<file path="src/rtl/mc_ctrl_pkg.sv">
// Shared types and encodings for the multicycle RV32I control unit.
package mc_ctrl_pkg;

  localparam int unsigned ALU_CODE_W = 4;

  typedef enum logic [3:0] {
    S_FETCH,
    S_DECODE,
    S_MEMADR,
    S_MEMREAD,
    S_MEMWB,
    S_MEMWRITE,
    S_EXECR,
    S_EXECI,
    S_ALUWB,
    S_BRANCH,
    S_JAL,
    S_JALR,
    S_LUI,
    S_AUIPC,
    S_TRAP
  } state_t;

  localparam logic [6:0] OP_LOAD   = 7'b0000011;
  localparam logic [6:0] OP_STORE  = 7'b0100011;
  localparam logic [6:0] OP_RTYPE  = 7'b0110011;
  localparam logic [6:0] OP_ITYPE  = 7'b0010011;
  localparam logic [6:0] OP_BRANCH = 7'b1100011;
  localparam logic [6:0] OP_JAL    = 7'b1101111;
  localparam logic [6:0] OP_JALR   = 7'b1100111;
  localparam logic [6:0] OP_LUI    = 7'b0110111;
  localparam logic [6:0] OP_AUIPC  = 7'b0010111;

  typedef enum logic [1:0] {
    ALUOP_ADD,
    ALUOP_SUB,
    ALUOP_FUNCT,
    ALUOP_PASSB
  } alu_op_t;

  localparam logic [ALU_CODE_W-1:0] ALU_ADD   = 4'd0;
  localparam logic [ALU_CODE_W-1:0] ALU_SUB   = 4'd1;
  localparam logic [ALU_CODE_W-1:0] ALU_AND   = 4'd2;
  localparam logic [ALU_CODE_W-1:0] ALU_OR    = 4'd3;
  localparam logic [ALU_CODE_W-1:0] ALU_XOR   = 4'd4;
  localparam logic [ALU_CODE_W-1:0] ALU_SLT   = 4'd5;
  localparam logic [ALU_CODE_W-1:0] ALU_SLTU  = 4'd6;
  localparam logic [ALU_CODE_W-1:0] ALU_SLL   = 4'd7;
  localparam logic [ALU_CODE_W-1:0] ALU_SRL   = 4'd8;
  localparam logic [ALU_CODE_W-1:0] ALU_SRA   = 4'd9;
  localparam logic [ALU_CODE_W-1:0] ALU_PASSB = 4'd10;

  localparam logic [1:0] SRCA_PC    = 2'b00;
  localparam logic [1:0] SRCA_OLDPC = 2'b01;
  localparam logic [1:0] SRCA_RS1   = 2'b10;

  localparam logic [1:0] SRCB_RS2  = 2'b00;
  localparam logic [1:0] SRCB_IMM  = 2'b01;
  localparam logic [1:0] SRCB_FOUR = 2'b10;

  localparam logic [1:0] RES_ALUOUT    = 2'b00;
  localparam logic [1:0] RES_DATA      = 2'b01;
  localparam logic [1:0] RES_ALURESULT = 2'b10;

  localparam logic [2:0] IMM_I = 3'b000;
  localparam logic [2:0] IMM_S = 3'b001;
  localparam logic [2:0] IMM_B = 3'b010;
  localparam logic [2:0] IMM_J = 3'b011;
  localparam logic [2:0] IMM_U = 3'b100;

  // Branch condition from the flags of rs1 - rs2; Carry=1 means no borrow.
  function automatic logic branch_taken(input logic [2:0] funct3, input logic zero,
                                        input logic negative, input logic carry,
                                        input logic overflow);
    logic lt;
    lt = negative ^ overflow;
    case (funct3)
      3'b000:  branch_taken = zero;
      3'b001:  branch_taken = ~zero;
      3'b100:  branch_taken = lt;
      3'b101:  branch_taken = ~lt;
      3'b110:  branch_taken = ~carry;
      3'b111:  branch_taken = carry;
      default: branch_taken = 1'b0;
    endcase
  endfunction

endpackage

</file>
<file path="src/rtl/mc_alu_dec.sv">
// Combinational ALU decoder: ALUOp plus instruction fields to ALU control code.
module mc_alu_dec
  import mc_ctrl_pkg::*;
(
  input  logic [1:0] alu_op,
  input  logic [2:0] funct3,
  input  logic       funct7b5,
  input  logic       op5,
  output logic [3:0] alu_control
);

  always_comb begin
    alu_control = ALU_ADD;
    case (alu_op)
      ALUOP_ADD:   alu_control = ALU_ADD;
      ALUOP_SUB:   alu_control = ALU_SUB;
      ALUOP_PASSB: alu_control = ALU_PASSB;
      default: begin
        case (funct3)
          // op5 separates SUB from ADDI, whose imm[10] lands on funct7b5
          3'b000:  alu_control = (op5 & funct7b5) ? ALU_SUB : ALU_ADD;
          3'b001:  alu_control = ALU_SLL;
          3'b010:  alu_control = ALU_SLT;
          3'b011:  alu_control = ALU_SLTU;
          3'b100:  alu_control = ALU_XOR;
          3'b101:  alu_control = funct7b5 ? ALU_SRA : ALU_SRL;
          3'b110:  alu_control = ALU_OR;
          default: alu_control = ALU_AND;
        endcase
      end
    endcase
  end

endmodule

</file>
<file path="src/rtl/mc_ctrl_fsm.sv">
// Multicycle RV32I controller: one registered FSM driving the shared-memory datapath.
module mc_ctrl_fsm
  import mc_ctrl_pkg::*;
#(
  parameter int unsigned ALUCTRL_W       = 4,
  parameter bit          MEM_WAIT_EN     = 1'b1,
  parameter bit          TRAP_ON_ILLEGAL = 1'b1
) (
  input  logic                 clk,
  input  logic                 reset,
  input  logic [6:0]           op,
  input  logic [2:0]           funct3,
  input  logic                 funct7b5,
  input  logic                 Zero,
  input  logic                 Negative,
  input  logic                 Carry,
  input  logic                 Overflow,
  input  logic                 MemReady,
  output logic                 MemReq,
  output logic                 MemWrite,
  output logic                 RegWrite,
  output logic                 IRWrite,
  output logic                 PCWrite,
  output logic                 AdrSrc,
  output logic [1:0]           ResultSrc,
  output logic [1:0]           ALUSrcA,
  output logic [1:0]           ALUSrcB,
  output logic [2:0]           ImmSrc,
  output logic [ALUCTRL_W-1:0] ALUControl,
  output logic                 IllegalInstr
);

  state_t    state;
  state_t    state_nxt;
  alu_op_t   alu_op;
  logic      mem_ready_eff;
  logic      mem_req_s;
  logic      mem_write_s;
  logic      reg_write_s;
  logic      ir_write_s;
  logic      pc_write_s;
  logic [3:0] alu_code;

  assign mem_ready_eff = MEM_WAIT_EN ? MemReady : 1'b1;

  always_ff @(posedge clk or posedge reset) begin
    if (reset) state <= S_FETCH;
    else       state <= state_nxt;
  end

  // Next state and Moore decode; only PCWrite/IRWrite look at live inputs
  always_comb begin
    state_nxt    = state;
    mem_req_s    = 1'b0;
    mem_write_s  = 1'b0;
    reg_write_s  = 1'b0;
    ir_write_s   = 1'b0;
    pc_write_s   = 1'b0;
    AdrSrc       = 1'b0;
    ResultSrc    = RES_ALUOUT;
    ALUSrcA      = SRCA_PC;
    ALUSrcB      = SRCB_RS2;
    ImmSrc       = IMM_I;
    alu_op       = ALUOP_ADD;
    IllegalInstr = 1'b0;

    case (state)
      S_FETCH: begin
        mem_req_s = 1'b1;
        ALUSrcB   = SRCB_FOUR;
        ResultSrc = RES_ALURESULT;
        if (mem_ready_eff) begin
          ir_write_s = 1'b1;
          pc_write_s = 1'b1;
          state_nxt  = S_DECODE;
        end
      end
      S_DECODE: begin
        ALUSrcA = SRCA_OLDPC;
        ALUSrcB = SRCB_IMM;
        ImmSrc  = (op == OP_JAL) ? IMM_J : IMM_B;
        case (op)
          OP_LOAD, OP_STORE: state_nxt = S_MEMADR;
          OP_RTYPE:          state_nxt = S_EXECR;
          OP_ITYPE:          state_nxt = S_EXECI;
          OP_BRANCH:         state_nxt = S_BRANCH;
          OP_JAL:            state_nxt = S_JAL;
          OP_JALR:           state_nxt = S_JALR;
          OP_LUI:            state_nxt = S_LUI;
          OP_AUIPC:          state_nxt = S_AUIPC;
          default:           state_nxt = TRAP_ON_ILLEGAL ? S_TRAP : S_FETCH;
        endcase
      end
      S_MEMADR: begin
        ALUSrcA   = SRCA_RS1;
        ALUSrcB   = SRCB_IMM;
        ImmSrc    = (op == OP_STORE) ? IMM_S : IMM_I;
        state_nxt = (op == OP_STORE) ? S_MEMWRITE : S_MEMREAD;
      end
      S_MEMREAD: begin
        mem_req_s = 1'b1;
        AdrSrc    = 1'b1;
        if (mem_ready_eff) state_nxt = S_MEMWB;
      end
      S_MEMWB: begin
        ResultSrc   = RES_DATA;
        reg_write_s = 1'b1;
        state_nxt   = S_FETCH;
      end
      S_MEMWRITE: begin
        mem_req_s   = 1'b1;
        mem_write_s = 1'b1;
        AdrSrc      = 1'b1;
        if (mem_ready_eff) state_nxt = S_FETCH;
      end
      S_EXECR: begin
        ALUSrcA   = SRCA_RS1;
        ALUSrcB   = SRCB_RS2;
        alu_op    = ALUOP_FUNCT;
        state_nxt = S_ALUWB;
      end
      S_EXECI: begin
        ALUSrcA   = SRCA_RS1;
        ALUSrcB   = SRCB_IMM;
        alu_op    = ALUOP_FUNCT;
        state_nxt = S_ALUWB;
      end
      S_ALUWB: begin
        reg_write_s = 1'b1;
        state_nxt   = S_FETCH;
      end
      S_BRANCH: begin
        ALUSrcA    = SRCA_RS1;
        ALUSrcB    = SRCB_RS2;
        alu_op     = ALUOP_SUB;
        pc_write_s = branch_taken(funct3, Zero, Negative, Carry, Overflow);
        state_nxt  = S_FETCH;
      end
      S_JALR: begin
        ALUSrcA   = SRCA_RS1;
        ALUSrcB   = SRCB_IMM;
        state_nxt = S_JAL;
      end
      // PC takes ALUOut (target); ALU forms OldPC+4 for the link write
      S_JAL: begin
        ALUSrcA    = SRCA_OLDPC;
        ALUSrcB    = SRCB_FOUR;
        pc_write_s = 1'b1;
        state_nxt  = S_ALUWB;
      end
      S_LUI: begin
        ALUSrcB   = SRCB_IMM;
        ImmSrc    = IMM_U;
        alu_op    = ALUOP_PASSB;
        state_nxt = S_ALUWB;
      end
      S_AUIPC: begin
        ALUSrcA   = SRCA_OLDPC;
        ALUSrcB   = SRCB_IMM;
        ImmSrc    = IMM_U;
        state_nxt = S_ALUWB;
      end
      S_TRAP: begin
        IllegalInstr = 1'b1;
      end
      default: state_nxt = S_FETCH;
    endcase
  end

  mc_alu_dec u_alu_dec (
    .alu_op      (alu_op),
    .funct3      (funct3),
    .funct7b5    (funct7b5),
    .op5         (op[5]),
    .alu_control (alu_code)
  );

  assign ALUControl = ALUCTRL_W'(alu_code);

  // Enables are held off for the whole reset pulse, abandoning any access
  assign MemReq   = mem_req_s   & ~reset;
  assign MemWrite = mem_write_s & ~reset;
  assign RegWrite = reg_write_s & ~reset;
  assign IRWrite  = ir_write_s  & ~reset;
  assign PCWrite  = pc_write_s  & ~reset;

endmodule

</file>
<file path="config.mk">
export PLATFORM = sky130hd
export DESIGN_NAME = mc_ctrl_fsm
export DESIGN_NICKNAME = d
export VERILOG_FILES = /design/src/rtl/mc_ctrl_pkg.sv /design/src/rtl/mc_alu_dec.sv /design/src/rtl/mc_ctrl_fsm.sv
export SDC_FILE = /design/constraint.sdc
export NUM_CORES = 1
export LEC_CHECK = 0
export ABC_CLOCK_PERIOD_IN_PS = 5480
export CAP_MARGIN = 20
export CORE_UTILIZATION = 45
export CTS_CLUSTER_DIAMETER = 200
export DETAILED_ROUTE_END_ITERATION = 8
export GPL_TIMING_DRIVEN = 0
export PLACE_DENSITY = 0.85
export SLEW_MARGIN = 20
export SYNTH_ARGS = -nofsm -noshare
export SYNTH_HDL_FRONTEND = slang
export SYNTH_SLANG_ARGS = --single-unit
</file>
<file path="constraint.sdc">
create_clock -name clk -period 5.48 [get_ports clk]
set_input_delay 1.644 -clock clk [delete_from_list [all_inputs] [get_ports clk]]
set_output_delay 1.644 -clock clk [all_outputs]
set_load 0.1 [all_outputs]
</file>
## After elaboration in Yosys (flattened, before gate mapping)

Cells that the tools add are included.
Widths: inputs -> output; s select.

| cells by class | value |
|---|---|
| bitwise operators | 12 |
| multiplexer cells | 26 |
| eq/ne operators | 35 |
| reduce and logical (&&, ||, !) cells | 15 |

Operator list:

| operator | count |
|---|---|
| $pmux 4 s8 | 2 |
| $eq 4x4->1 const B | 7 |
| $pmux 4 s7 | 1 |
| $eq 7x6->1 const B | 3 |
| $eq 7x7->1 const B | 3 |
| $eq 4x3->1 const B | 4 |
| $eq 7x5->1 const B | 2 |
| $eq 3x3->1 const B | 4 |
| $mux 4 | 3 |
| $pmux 2 s2 | 3 |
| $pmux 4 s3 | 1 |
| $reduce_or 2->1 | 6 |
| $mux 1 | 11 |
| $reduce_or 5->1 | 2 |
| $pmux 3 s3 | 1 |
| $eq 4x2->1 const B | 2 |
| $eq 7x2->1 const B | 1 |
| $and 1x1->1 | 6 |
| $eq 3x2->1 const B | 2 |
| $ne 2x2->1 const B | 3 |
| $pmux 1 s6 | 1 |
| $pmux 2 s3 | 1 |
| $reduce_or 3->1 | 2 |
| $reduce_or 6->1 | 1 |
| other kinds (12) | 16 |

| storage, ports and cells | value |
|---|---|
| logic and storage cells | 89 |
| flip-flop bits (word level) | 4 |

## Longest topological paths before layout

Gate-level depths: netlist of the first run.

| logic depth | value |
|---|---|
| depth in word-level cells | 5 |
| mapped depth | 5 |
| mapped depth without buffers | 4 |

## Hierarchy

A second synthesis of the first run with hierarchy kept.

| second synthesis, totals | value |
|---|---|
| cell total of the unflattened synthesis | 131 |
| area total of the unflattened synthesis | 870.8 um^2 |

By module, submodules not included:

| module | cells an instance | times used | sequential area each (um^2) | area an instance (um^2) |
|---|---|---|---|---|
| mc_ctrl_fsm | 115 | 1 | 100.1 | 768.2 |
| mc_alu_dec | 16 | 1 | 0.0 | 102.6 |

## Worst setup path before layout of the first run

No wires, ideal clock.

| timing | value |
|---|---|
| path type | input-to-output |
| from | in reset |
| to | out RegWrite |
| arrival time | 4,795 ps |
| data required time | 3,836 ps |
| slack | -959 ps |
| stages | 1 |
| cells stage by stage | nor4b_1 |

| between the ends | value |
|---|---|
| word-level cells in the longest chain between the ends | 2 |

RTL lines:

| what | line | source |
|---|---|---|
| from (decl) | mc_ctrl_fsm.sv:10 | `input logic reset,` |
| $not 1->1 | mc_ctrl_fsm.sv:183 | `assign RegWrite = reg_write_s & ~reset;` |
| $and 1x1->1 | mc_ctrl_fsm.sv:183 |  |
| to (decl) | mc_ctrl_fsm.sv:21 | `output logic RegWrite,` |

No other way between the ends.

## Final worst setup path of the first run

| timing | value |
|---|---|
| from | in funct3[2] |
| to | out ALUControl[2] |

| between the ends | value |
|---|---|
| word-level cells in the longest chain between the ends | 3 |
| elaborated cells on any way between the ends | 9 |

RTL lines:

| what | line | source |
|---|---|---|
| from (decl) | mc_ctrl_fsm.sv:12 | `input logic [2:0] funct3,` |
| $eq 3x3->1 (tied with other cells) | mc_alu_dec.sv:19 | `case (funct3)` |
| $pmux 4 s7 (*) | mc_alu_dec.sv:19 |  |
| $pmux 4 s3 (*) | mc_alu_dec.sv:14 | `case (alu_op)` |
| to (decl) | mc_ctrl_fsm.sv:29 | `output logic [ALUCTRL_W-1:0] ALUControl,` |

Mark *: on every way between the ends. The rest lies on a longest branch, timed or not.

==> results.txt, run 1 <==
Antenna Cells: 0
worst setup path category: in2out
Ys Warns: 0
fillcell total: 164
Hold Violations, Final: 0
Util after Layout: 0.7454
first-pass GRT wire length: 4512 um
#FFs+latches synth: 4
I/O Pins: 38
Worst-Margin Slew: 0.9836 ns
Crit path largest cell delay: 1.14 ns
critical path depth: 5
die width: 46.06 um
DRT Wirelength: 2766 um
Synth-to-Final Area Change: 50.57%
Final Slew Violations: 0
Placement Cell Area: 1292 um^2
Synthesized Nets: 145
crit path cell chain: clkdlybuf4s50_1 -> inv_1 -> xnor2_1 -> nor2_1 -> clkdlybuf4s50_1
largest net degree at the start of global routing: 11
Reg clk slew, reported paths: 0.04 ns
status: finished clean
Cell variety after synth: 44
post-synthesis sequential area ratio: 0.1146
Rel. slew slack: 0.3422
top flop regs: state (4)
hold path cells: 4
vias per cell: 6.026
DR vias: 1151
CP Launch Type: input port
CP max FO: 5
Cell Rows: 15
worst path buffer plus inverter count: 3
Cells after Synth: 127
max-cap violations: 0
Iter 0 DRT Violations: 36
worst reg2reg path endpoint: state[1]$_DFFE_PP0P_
Setup Skew: 0.006420 ns
fin crit share: 0.9726
# DRC: 0
largest reg by FF count: state
number of global-route vias before repair: 1039
DR WL/cell: 14.48 um
clk root buf: clkbuf_4
First-pass DRT Iterations: 4
cell mode on critical path: clkdlybuf4s50_1
Routed Antenna Nets: 0
Max Clk Rate: 187.6 MHz
reg-to-reg slack, setup: 3.85 ns
max FFs per register: 4
TritonCTS Buffers: 3
post-cts hold buffer count: 0
design area: 1315 um^2
Final setup viols: 0
gp weighted congestion: 0.8774
DP HPWL: 2137 um
Arr. time, crit path: 3.69 ns
commonest non-fill, non-tap cell in the layout: clkdlybuf4s50_1
grt ovf: 0
CP required: 3.84 ns
Crit Reg-Reg Startpoint: state[2]$_DFFE_PP0P_
starting density of the core: 0.4950
GR Util All Layers: 0.2902
Mean Syn Cell Area: 6.877 um^2
Synth Flop Type: dfrtp_1
PortBufs: 36
share of cells above drive strength 1: 0.1687
Clock Latency Late Sink: 0.23 ns
Final #Nets: 186
Worst Hold End: state[1]$_DFFE_PP0P_
htree depth: 1
Post-synth EDFFs: 0
Crit. End Element: output port
Post-Syn Area: 873.3 um^2
initial antenna violation count: 0
Reg2Reg Depth: 4
setup TNS: 0 ns
Hold Path Origin: state[1]$_DFFE_PP0P_
Crit-path slowest cell: clkdlybuf4s50_1
clk buf depth: 2
unrepaired setup endpoints after global routing: false
fraction of registers with async set/reset: 1.000
clk sink count: 4
core area: 1764 um^2
hold_ws: 0.7690 ns
die area: 2121 um^2
Chip Height: 46.06 um
most frequent cells in the layout: clkdlybuf4s50_1 (31), nand2_1 (14), nor2_1 (12)
TritonCTS clock tree: built
Tmin final: 5.330 ns
Crit path max-delay family: buffers and inverters
worst min path class: reg2reg
Post-CTS Setup Bufs: 0
==> worst register-to-register path, cell delays in order, from the launching register on <==
cell,delay [ns]
dfrtp_1,0.47
nand2b_1,0.30
a311oi_1,0.17
o41ai_1,0.47
nand2_1,0.10
==> worst max-delay path by stage <==
stage | start | endpoint | slack, ns
4_1_cts | op[6] | ImmSrc[0] | 0.0005
3_5_place_dp | MemReady | PCWrite | -0.34
5_1_grt | funct3[1] | ALUControl[2] | 0.05
2_1_floorplan | reset | MemWrite | 0.09
3_3_place_gp | MemReady | PCWrite | -0.34
6_report | funct3[2] | ALUControl[2] | 0.15
==> final cells by class <==
| cell class | count | area (um^2) | area share |
|---|---|---|---|
| timing repair buffer | 36 | 360.3 | 0.2740 |
| sequential | 4 | 100.1 | 0.07612 |
| clock buffer | 3 | 22.52 | 0.01713 |
| multi-input combinational | 108 | 690.7 | 0.5252 |
| buffer | 10 | 91.34 | 0.06946 |
| tap | 25 | 31.28 | 0.02379 |
| inverter | 5 | 18.77 | 0.01427 |
==> per-layer routing <==
layer	up-vias	global-route usage	share of wire
met4	0	0.07647	0
met5	-	0	0
li1	540	-	-
met1	558	0.3815	0.45
met3	0	0.01569	0.048
met2	53	0.5099	0.50
==> cell families after synthesis <==
family	count (synthesis)	share of synthesized area
AOI/OAI and AO/OA	38	0.3080
buffers and inverters	15	0.1261
xor gates and xnor gates	6	0.06017
and+or+nand+nor	64	0.3911
DFF	4	0.1146
==> synthesized netlist by cell type (2+ instances only) <==
cell      count  area [um^2]
nand2_1      14        52.55
nor2_1       12        45.04
nor3_1        8        40.04
a21oi_1       7        35.03
nand2b_1      7        43.79
o21ai_0       6        30.03
buf_2         5        25.02
inv_1         5        18.77
clkbuf_8      4        55.05
dfrtp_1       4        100.1
nand3_1       4        20.02
o21a_1        4        30.03
xnor2_1       4        35.03
a311oi_1      3        26.28
a31oi_1       3        18.77
or2_2         3        18.77
nand3b_1      2        15.01
nor3b_1       2        15.01
nor4_1        2        12.51
o22ai_1       2        12.51
o31ai_1       2        15.01
xor2_1        2        17.52
==> through the flow <==
| step | setup WS (ns) | instances |
|---|---|---|
| after CTS | 0.0005076 | 191 |
| after global placement | -0.3385 | 188 |
| after global routing | 0.04978 | 191 |
| after floorplan | 0.09371 | 127 |
| final | 0.1502 | 191 |
| after detailed placement | -0.3409 | 188 |
==> timing repair <==
action	CTS	global route
pin swaps	0	0
gates resized for setup	5	4
endpoints found under the setup margin	3	3
cloned	0	0
Power of run 1 is not shown: default switching activity piles up to over one toggle a cycle in this logic, so the estimate is an artifact.
==> run 2, diff against run 1 <==
--- a/config.mk
+++ b/config.mk
@@ -9,6 +9,7 @@
 export CAP_MARGIN = 20
 export CORE_UTILIZATION = 45
 export CTS_CLUSTER_DIAMETER = 200
+export CTS_CLUSTER_SIZE = 16
 export DETAILED_ROUTE_END_ITERATION = 8
 export GPL_TIMING_DRIVEN = 0
 export PLACE_DENSITY = 0.85
==> results of run 2 <==
The final DEF is identical to that of run 1; final timing and power are the same.
Power of run 2 is left out for the same reason.
